===== src/rtl/rgb_frame_reader_pkg.sv =====
// rtl/rgb_frame_reader_pkg.sv - shared geometry, sample width, FSM states and luma coefficients
package rgb_frame_reader_pkg;

  localparam int DW         = 8;
  localparam int IMG_W_LOG2 = 7;
  localparam int IMG_H_LOG2 = 7;
  localparam int ADDR_W     = IMG_H_LOG2 + IMG_W_LOG2;

  localparam int unsigned LUMA_R = 77;
  localparam int unsigned LUMA_G = 150;
  localparam int unsigned LUMA_B = 29;

  typedef enum logic [1:0] {
    IDLE   = 2'd0,
    STREAM = 2'd1,
    DRAIN  = 2'd2,
    FINISH = 2'd3
  } state_t;

endpackage


===== src/rtl/rgb_frame_reader_skid_fifo.sv =====
// rtl/rgb_frame_reader_skid_fifo.sv - rgb_skid_fifo: 2-entry payload FIFO absorbing plane read latency under backpressure
module rgb_skid_fifo #(
  parameter int WIDTH = 26
) (
  input  logic             clk,
  input  logic             reset,
  input  logic             push,
  input  logic [WIDTH-1:0] push_data,
  input  logic             pop,
  output logic [WIDTH-1:0] pop_data,
  output logic             valid,
  output logic [1:0]       count
);

  logic [WIDTH-1:0] mem0, mem1;
  logic             wr_ptr, rd_ptr;
  logic             do_pop;

  assign do_pop   = pop && (count != 2'd0);
  assign valid    = (count != 2'd0);
  assign pop_data = rd_ptr ? mem1 : mem0;

  // A push at full occupancy is only legal alongside a pop; the slot it overwrites is the one leaving.
  always_ff @(posedge clk or posedge reset) begin
    if (reset) begin
      mem0   <= '0;
      mem1   <= '0;
      wr_ptr <= 1'b0;
      rd_ptr <= 1'b0;
      count  <= 2'd0;
    end else begin
      if (push) begin
        if (wr_ptr) mem1 <= push_data;
        else        mem0 <= push_data;
        wr_ptr <= ~wr_ptr;
      end
      if (do_pop) rd_ptr <= ~rd_ptr;
      case ({push, do_pop})
        2'b10:   count <= count + 2'd1;
        2'b01:   count <= count - 2'd1;
        default: count <= count;
      endcase
    end
  end

endmodule


===== src/rtl/rgb_frame_reader.sv =====
// rtl/rgb_frame_reader.sv - raster read-back of R/G/B planes onto a valid/ready pixel stream
// Optional luma output out_y when RGB_FRAME_READER_GRAY_EN is defined.
module rgb_frame_reader #(
  parameter int IMG_W_LOG2 = rgb_frame_reader_pkg::IMG_W_LOG2,
  parameter int IMG_H_LOG2 = rgb_frame_reader_pkg::IMG_H_LOG2,
  parameter int DW         = rgb_frame_reader_pkg::DW
) (
  input  logic                           clk,
  input  logic                           reset,
  input  logic                           start,
  output logic [IMG_H_LOG2+IMG_W_LOG2-1:0] addr_r,
  output logic [IMG_H_LOG2+IMG_W_LOG2-1:0] addr_g,
  output logic [IMG_H_LOG2+IMG_W_LOG2-1:0] addr_b,
  input  logic [DW-1:0]                  rdata_r,
  input  logic [DW-1:0]                  rdata_g,
  input  logic [DW-1:0]                  rdata_b,
  output logic                           out_valid,
  input  logic                           out_ready,
  output logic [DW-1:0]                  out_r,
  output logic [DW-1:0]                  out_g,
  output logic [DW-1:0]                  out_b,
  output logic                           out_eol,
  output logic                           out_last,
  output logic                           busy,
  output logic                           done
`ifdef RGB_FRAME_READER_GRAY_EN
  ,
  output logic [DW-1:0]                  out_y
`endif
);

  import rgb_frame_reader_pkg::*;

  localparam int AW = IMG_H_LOG2 + IMG_W_LOG2;
  localparam logic [AW-1:0] LAST_ADDR = '1;
`ifdef RGB_FRAME_READER_GRAY_EN
  localparam int PW = 4*DW + 2;
`else
  localparam int PW = 3*DW + 2;
`endif

  state_t        state, state_next;
  logic [AW-1:0] p, tag;
  logic          inflight;
  logic          issue, pop, fifo_valid;
  logic [1:0]    count;
  logic          eol_in, last_in;
  logic [PW-1:0] push_data, pop_data;

  assign pop = fifo_valid && out_ready;

  // Credit check: entries held plus the read in flight, less the one leaving, must leave room.
  assign issue = (state == STREAM) &&
                 (({1'b0, count} + {2'b00, inflight} - {2'b00, pop}) < 3'd2);

  always_comb begin
    state_next = state;
    unique case (state)
      IDLE:    if (start) state_next = STREAM;
      STREAM:  if (issue && (p == LAST_ADDR)) state_next = DRAIN;
      DRAIN:   if ((count == 2'd0) && !inflight) state_next = FINISH;
      FINISH:  if (start) state_next = STREAM;
      default: state_next = IDLE;
    endcase
  end

  always_ff @(posedge clk or posedge reset) begin
    if (reset) begin
      state    <= IDLE;
      p        <= '0;
      tag      <= '0;
      inflight <= 1'b0;
    end else begin
      state    <= state_next;
      inflight <= issue;
      if (issue) tag <= p;
      if (((state == IDLE) || (state == FINISH)) && start) p <= '0;
      else if (issue && (p != LAST_ADDR)) p <= p + 1'b1;
    end
  end

  assign addr_r = p;
  assign addr_g = p;
  assign addr_b = p;

  assign eol_in  = &tag[IMG_W_LOG2-1:0];
  assign last_in = &tag;

`ifdef RGB_FRAME_READER_GRAY_EN
  logic [DW+8:0] luma_acc;
  logic [DW-1:0] y_in;
  assign luma_acc = (DW+9)'(LUMA_R) * (DW+9)'(rdata_r) +
                    (DW+9)'(LUMA_G) * (DW+9)'(rdata_g) +
                    (DW+9)'(LUMA_B) * (DW+9)'(rdata_b);
  assign y_in      = DW'(luma_acc >> 8);
  assign push_data = {rdata_r, rdata_g, rdata_b, eol_in, last_in, y_in};
  assign {out_r, out_g, out_b, out_eol, out_last, out_y} = pop_data;
`else
  assign push_data = {rdata_r, rdata_g, rdata_b, eol_in, last_in};
  assign {out_r, out_g, out_b, out_eol, out_last} = pop_data;
`endif

  rgb_skid_fifo #(
    .WIDTH(PW)
  ) u_fifo (
    .clk      (clk),
    .reset    (reset),
    .push     (inflight),
    .push_data(push_data),
    .pop      (pop),
    .pop_data (pop_data),
    .valid    (fifo_valid),
    .count    (count)
  );

  assign out_valid = fifo_valid;
  assign busy      = (state == STREAM) || (state == DRAIN);
  assign done      = (state == FINISH);

endmodule

===== config.mk =====
export PLATFORM = sky130hd
export DESIGN_NAME = rgb_frame_reader
export DESIGN_NICKNAME = d
export VERILOG_FILES = /design/src/rtl/rgb_frame_reader_pkg.sv /design/src/rtl/rgb_frame_reader_skid_fifo.sv /design/src/rtl/rgb_frame_reader.sv
export SDC_FILE = /design/constraint.sdc
export NUM_CORES = 1
export LEC_CHECK = 0
export CAP_MARGIN = 25
export CORE_UTILIZATION = 50
export CTS_CLUSTER_SIZE = 28
export DETAILED_ROUTE_END_ITERATION = 12
export GPL_ROUTABILITY_DRIVEN = 0
export PLACE_DENSITY = 0.89
export SYNTH_ARGS = -nofsm -noshare
export SYNTH_HDL_FRONTEND = slang
export SYNTH_SLANG_ARGS = --single-unit

===== constraint.sdc =====
create_clock -name clk -period 3.84 [get_ports clk]
set_input_delay 0.576 -clock clk [delete_from_list [all_inputs] [get_ports clk]]
set_output_delay 0.576 -clock clk [all_outputs]
set_load 0.005 [all_outputs]

==> results.sh <==
export IMPL_status="completed"
export IMPL_groute_usage_overall_pct=20.58
export IMPL_cts_root_buf="clkbuf_8"
export IMPL_hold_class="flip-flop to flip-flop"
export IMPL_drc_errors=0
export IMPL_clk_pin_slew_ns=0.09
export IMPL_finalCritPeriodShare_pct=86.07
export IMPL_ir_drop_v=0.0002597
export IMPL_dp_cells=540
export IMPL_muxShareOfSynthArea_pct=20.42
export IMPL_final_nets=482
export IMPL_synth_fa_ha_area_share_pct=2.512
export IMPL_wire_per_inst_um=15.78
export IMPL_htreeDepth=3
export IMPL_dpl_hpwl_mm=5.936
export IMPL_grt_pass1_wl_mm=14.23
export IMPL_cts_buffers=9
export IMPL_max_freq_ghz=0.3026
export IMPL_cts_tree="yes"
export IMPL_antenna_found_initial=0
export IMPL_vias=3036
export IMPL_cp_end_kind="flip-flop"
export IMPL_avgSynthCellArea_sq_um=11.51
export IMPL_hold_path_end="tag[5]$_DFFE_PP0P_"
export IMPL_post_cts_buffers=0
export IMPL_layoutNonFillerInstCount=556
export IMPL_worst_hold_slack_ns=0.4821
export IMPL_die_h_um=94.55
export IMPL_antenna_cells=0
export IMPL_drtIter0Drc=99
export IMPL_synth_xor_area_share_pct=1.431
export IMPL_multi_input_area_sq_um=1785
export IMPL_cp_slowest_cell="or4_1"
export IMPL_layout_common_cells="clkdlybuf4s50_1 (98), dfrtp_1 (87), mux2_2 (65), nand2_1 (51), a21oi_1 (12)"
export IMPL_rows=33
export IMPL_ant_nets=0
export IMPL_r2r_cells=9
export IMPL_finalWirelength_mm=8.776
export IMPL_cts_sinks=87
export IMPL_tightest_slew_ns=0.8712
export IMPL_r2r_slack_ns=0.54
export IMPL_worstPathCellList="or2_2 > and2_1 > ha_1 > nand2b_1 > fa_1 > xnor2_1 > nand3_1 > or4_1 > a21oi_1"
export IMPL_reg2reg_to="addr_b[3]$_DFFE_PP0P_"
export IMPL_grt_pass1_vias=3074
export IMPL_synth_compound_area_share_pct=5.434
export IMPL_ys_ff_latch=87
export IMPL_dpl_worst_slack_ns=0.3534
export IMPL_synth_yosys_seq_area_share_pct=50.83
export IMPL_cts_resized=0
export IMPL_final_common_cell="clkdlybuf4s50_1"
export IMPL_insertion_delay_ns=0.35
export IMPL_start_kind="flip-flop"
export IMPL_io_buffers=98
export IMPL_fin_crit_ns=3.305
export IMPL_grt_max_degree=46
export IMPL_holdPathStages=2
export IMPL_min_from="tag[5]$_DFFE_PP0P_"
export IMPL_drt_pass1_iterations=4
export IMPL_crit_type="flip-flop to flip-flop"
export IMPL_synth_top_family_by_area="multiplexers"
export IMPL_setup_viol=0
export IMPL_hold_viol_final=0
export IMPL_max_cap_viol_count=0
export IMPL_viasPerCell=5.460
export IMPL_setup_tns_ns=0
export IMPL_ys_warn_count=0
export IMPL_drive_above_1_share_pct=21.29
export IMPL_seqCellArea_sq_um=2177
export IMPL_ios=99
export IMPL_grt_ovfl_total=0
export IMPL_core_sq_um=8258
export IMPL_yosys_area_share_simple_pct=11.83
export IMPL_cpLargestDelayFamily="simple AND/OR/NAND/NOR gates"
export IMPL_syn_inst=372
export IMPL_critical_path_max_fanout=15
export IMPL_p_leak_nw=2.298
export IMPL_num_fill_cells=616
export IMPL_worstReg2RegStart="u_fifo.count[1]$_DFFE_PP0P_"
export IMPL_cts_max_path_buffers=2
export IMPL_syn_nets=408
export IMPL_drv_slew=0
export IMPL_rsz0062_at_grt="no"
export IMPL_fin_ws_ns=0.5351
export IMPL_die_area_sq_um=8940
export IMPL_powerDensity_nw_per_um2=677.0
export IMPL_ys_types=43
export IMPL_die_w_um=94.55
export IMPL_max_stage_delay_ns=0.62
export IMPL_path_buf_inv=0
export IMPL_area_growth_pct=26.73
export IMPL_relSlewSlack_pct=41.92
export IMPL_start_util_pct=51.86
export IMPL_cp_arrival_ns=3.59
export IMPL_skew_ns=0.003926
export IMPL_cts_hold_buf=0
export IMPL_required_ns=4.13
export IMPL_synthesis_area_sq_um=4283
==> where the power goes <==
| part | total [mW] | internal (mW) | switching, mW |
|---|---|---|---|
| Clock | 0.765 | 0.433 | 0.333 |
| Combinational | 1.47 | 0.930 | 0.540 |
| Sequential | 1.44 | 1.22 | 0.220 |
| Total | 3.67 | 2.58 | 1.09 |
==> cell families after synthesis <==
kind of cell | after synthesis
buffers and inverters | 54
AO/OA/AOI/OAI | 38
XOR/XNOR | 7
adder cells (fa/ha/maj) | 8
multiplexers | 78
flip-flops | 87
AND/OR/NAND/NOR | 100
==> cells in the mapped netlist, drive strengths merged <==
library cell / instances / area (sq um)
a211oi: 1 / 7.510
a21o: 1 / 7.510
a21oi: 12 / 60.06
a311oi: 1 / 8.760
a31oi: 3 / 18.77
a41o: 1 / 10.01
and2: 3 / 20.02
and3: 2 / 13.77
and4: 1 / 8.760
buf: 34 / 237.7
clkbuf: 7 / 36.28
dfrtp: 87 / 2177
fa: 1 / 20.02
ha: 7 / 87.58
inv: 13 / 48.79
mux2: 75 / 844.6
mux2i: 3 / 30.03
nand2: 51 / 191.4
nand2b: 3 / 18.77
nand3: 8 / 40.04
nand4: 8 / 56.30
nor2: 3 / 11.26
nor3: 2 / 10.01
nor4: 5 / 37.53
o21ai: 9 / 45.04
o22ai: 1 / 6.260
o31ai: 8 / 60.06
o41ai: 1 / 8.760
or2: 3 / 18.77
or3: 2 / 12.51
or4: 9 / 67.56
xnor2: 3 / 26.28
xor2: 4 / 35.03
==> routing by layer <==
| layer | vias up | share of wire (%) | routed length, um | track usage, % |
|---|---|---|---|---|
| li1 | 1434 | - | - | - |
| met1 | 1494 | 44 | 3893 | 25.93 |
| met2 | 98 | 49 | 4280 | 35.69 |
| met3 | 10 | 5.6 | 494 | 3.221 |
| met4 | 0 | 1.2 | 108 | 7.702 |
| met5 | - | 0 | 0 | 0 |
==> flip-flops by register name, indices dropped and copies added, names as in the netlist <==
| register | count |
|---|---|
| addr_b | 14 |
| inflight | 1 |
| state | 2 |
| tag | 14 |
| u_fifo.count | 2 |
| u_fifo.mem0 | 26 |
| u_fifo.mem1 | 26 |
| u_fifo.rd_ptr | 1 |
| u_fifo.wr_ptr | 1 |
==> area by class of cell <==
cell class | count | share of cell area (%)
Sequential cell | 87 | 40.11
Multi-Input combinational cell | 231 | 32.90
Timing Repair Buffer | 104 | 19.13
Tap cell | 105 | 2.420
Clock buffer | 9 | 2.282
Clock inverter | 7 | 2.236
Inverter | 13 | 0.9221
==> tightest hold or removal path: stages, from the launching register on <==
cell	delay [ns]
dfrtp_1	0.35
nand2_1	0.05
nand2_1	0.06
==> how the worst max path moves through the flow <==
stage	from	end	slack [ns]	depth (start not counted)
after detailed placement	out_ready	addr_b[3]$_DFFE_PP0P_	0.35	9
after global routing	u_fifo.count[1]$_DFFE_PP0P_	addr_b[6]$_DFFE_PP0P_	0.33	9
after global placement	out_ready	addr_b[5]$_DFFE_PP0P_	0.41	9
after floorplan	u_fifo.count[1]$_DFFE_PP0P_	addr_b[12]$_DFFE_PP0P_	0.75	10
final	u_fifo.count[1]$_DFFE_PP0P_	addr_b[3]$_DFFE_PP0P_	0.54	9
after CTS	u_fifo.count[1]$_DFFE_PP0P_	addr_b[3]$_DFFE_PP0P_	0.52	9
==> stage by stage <==
stage	util, %	power [mW]	area, sq um
finish	65.73	3.675	5428
global route	65.73	3.906	5428
CTS	65.73	3.717	5428
detailed placement	62.76	2.940	5182
global placement	62.76	2.867	5182
floorplan	-	2.268	4283
(Power assumes the default switching activity.)
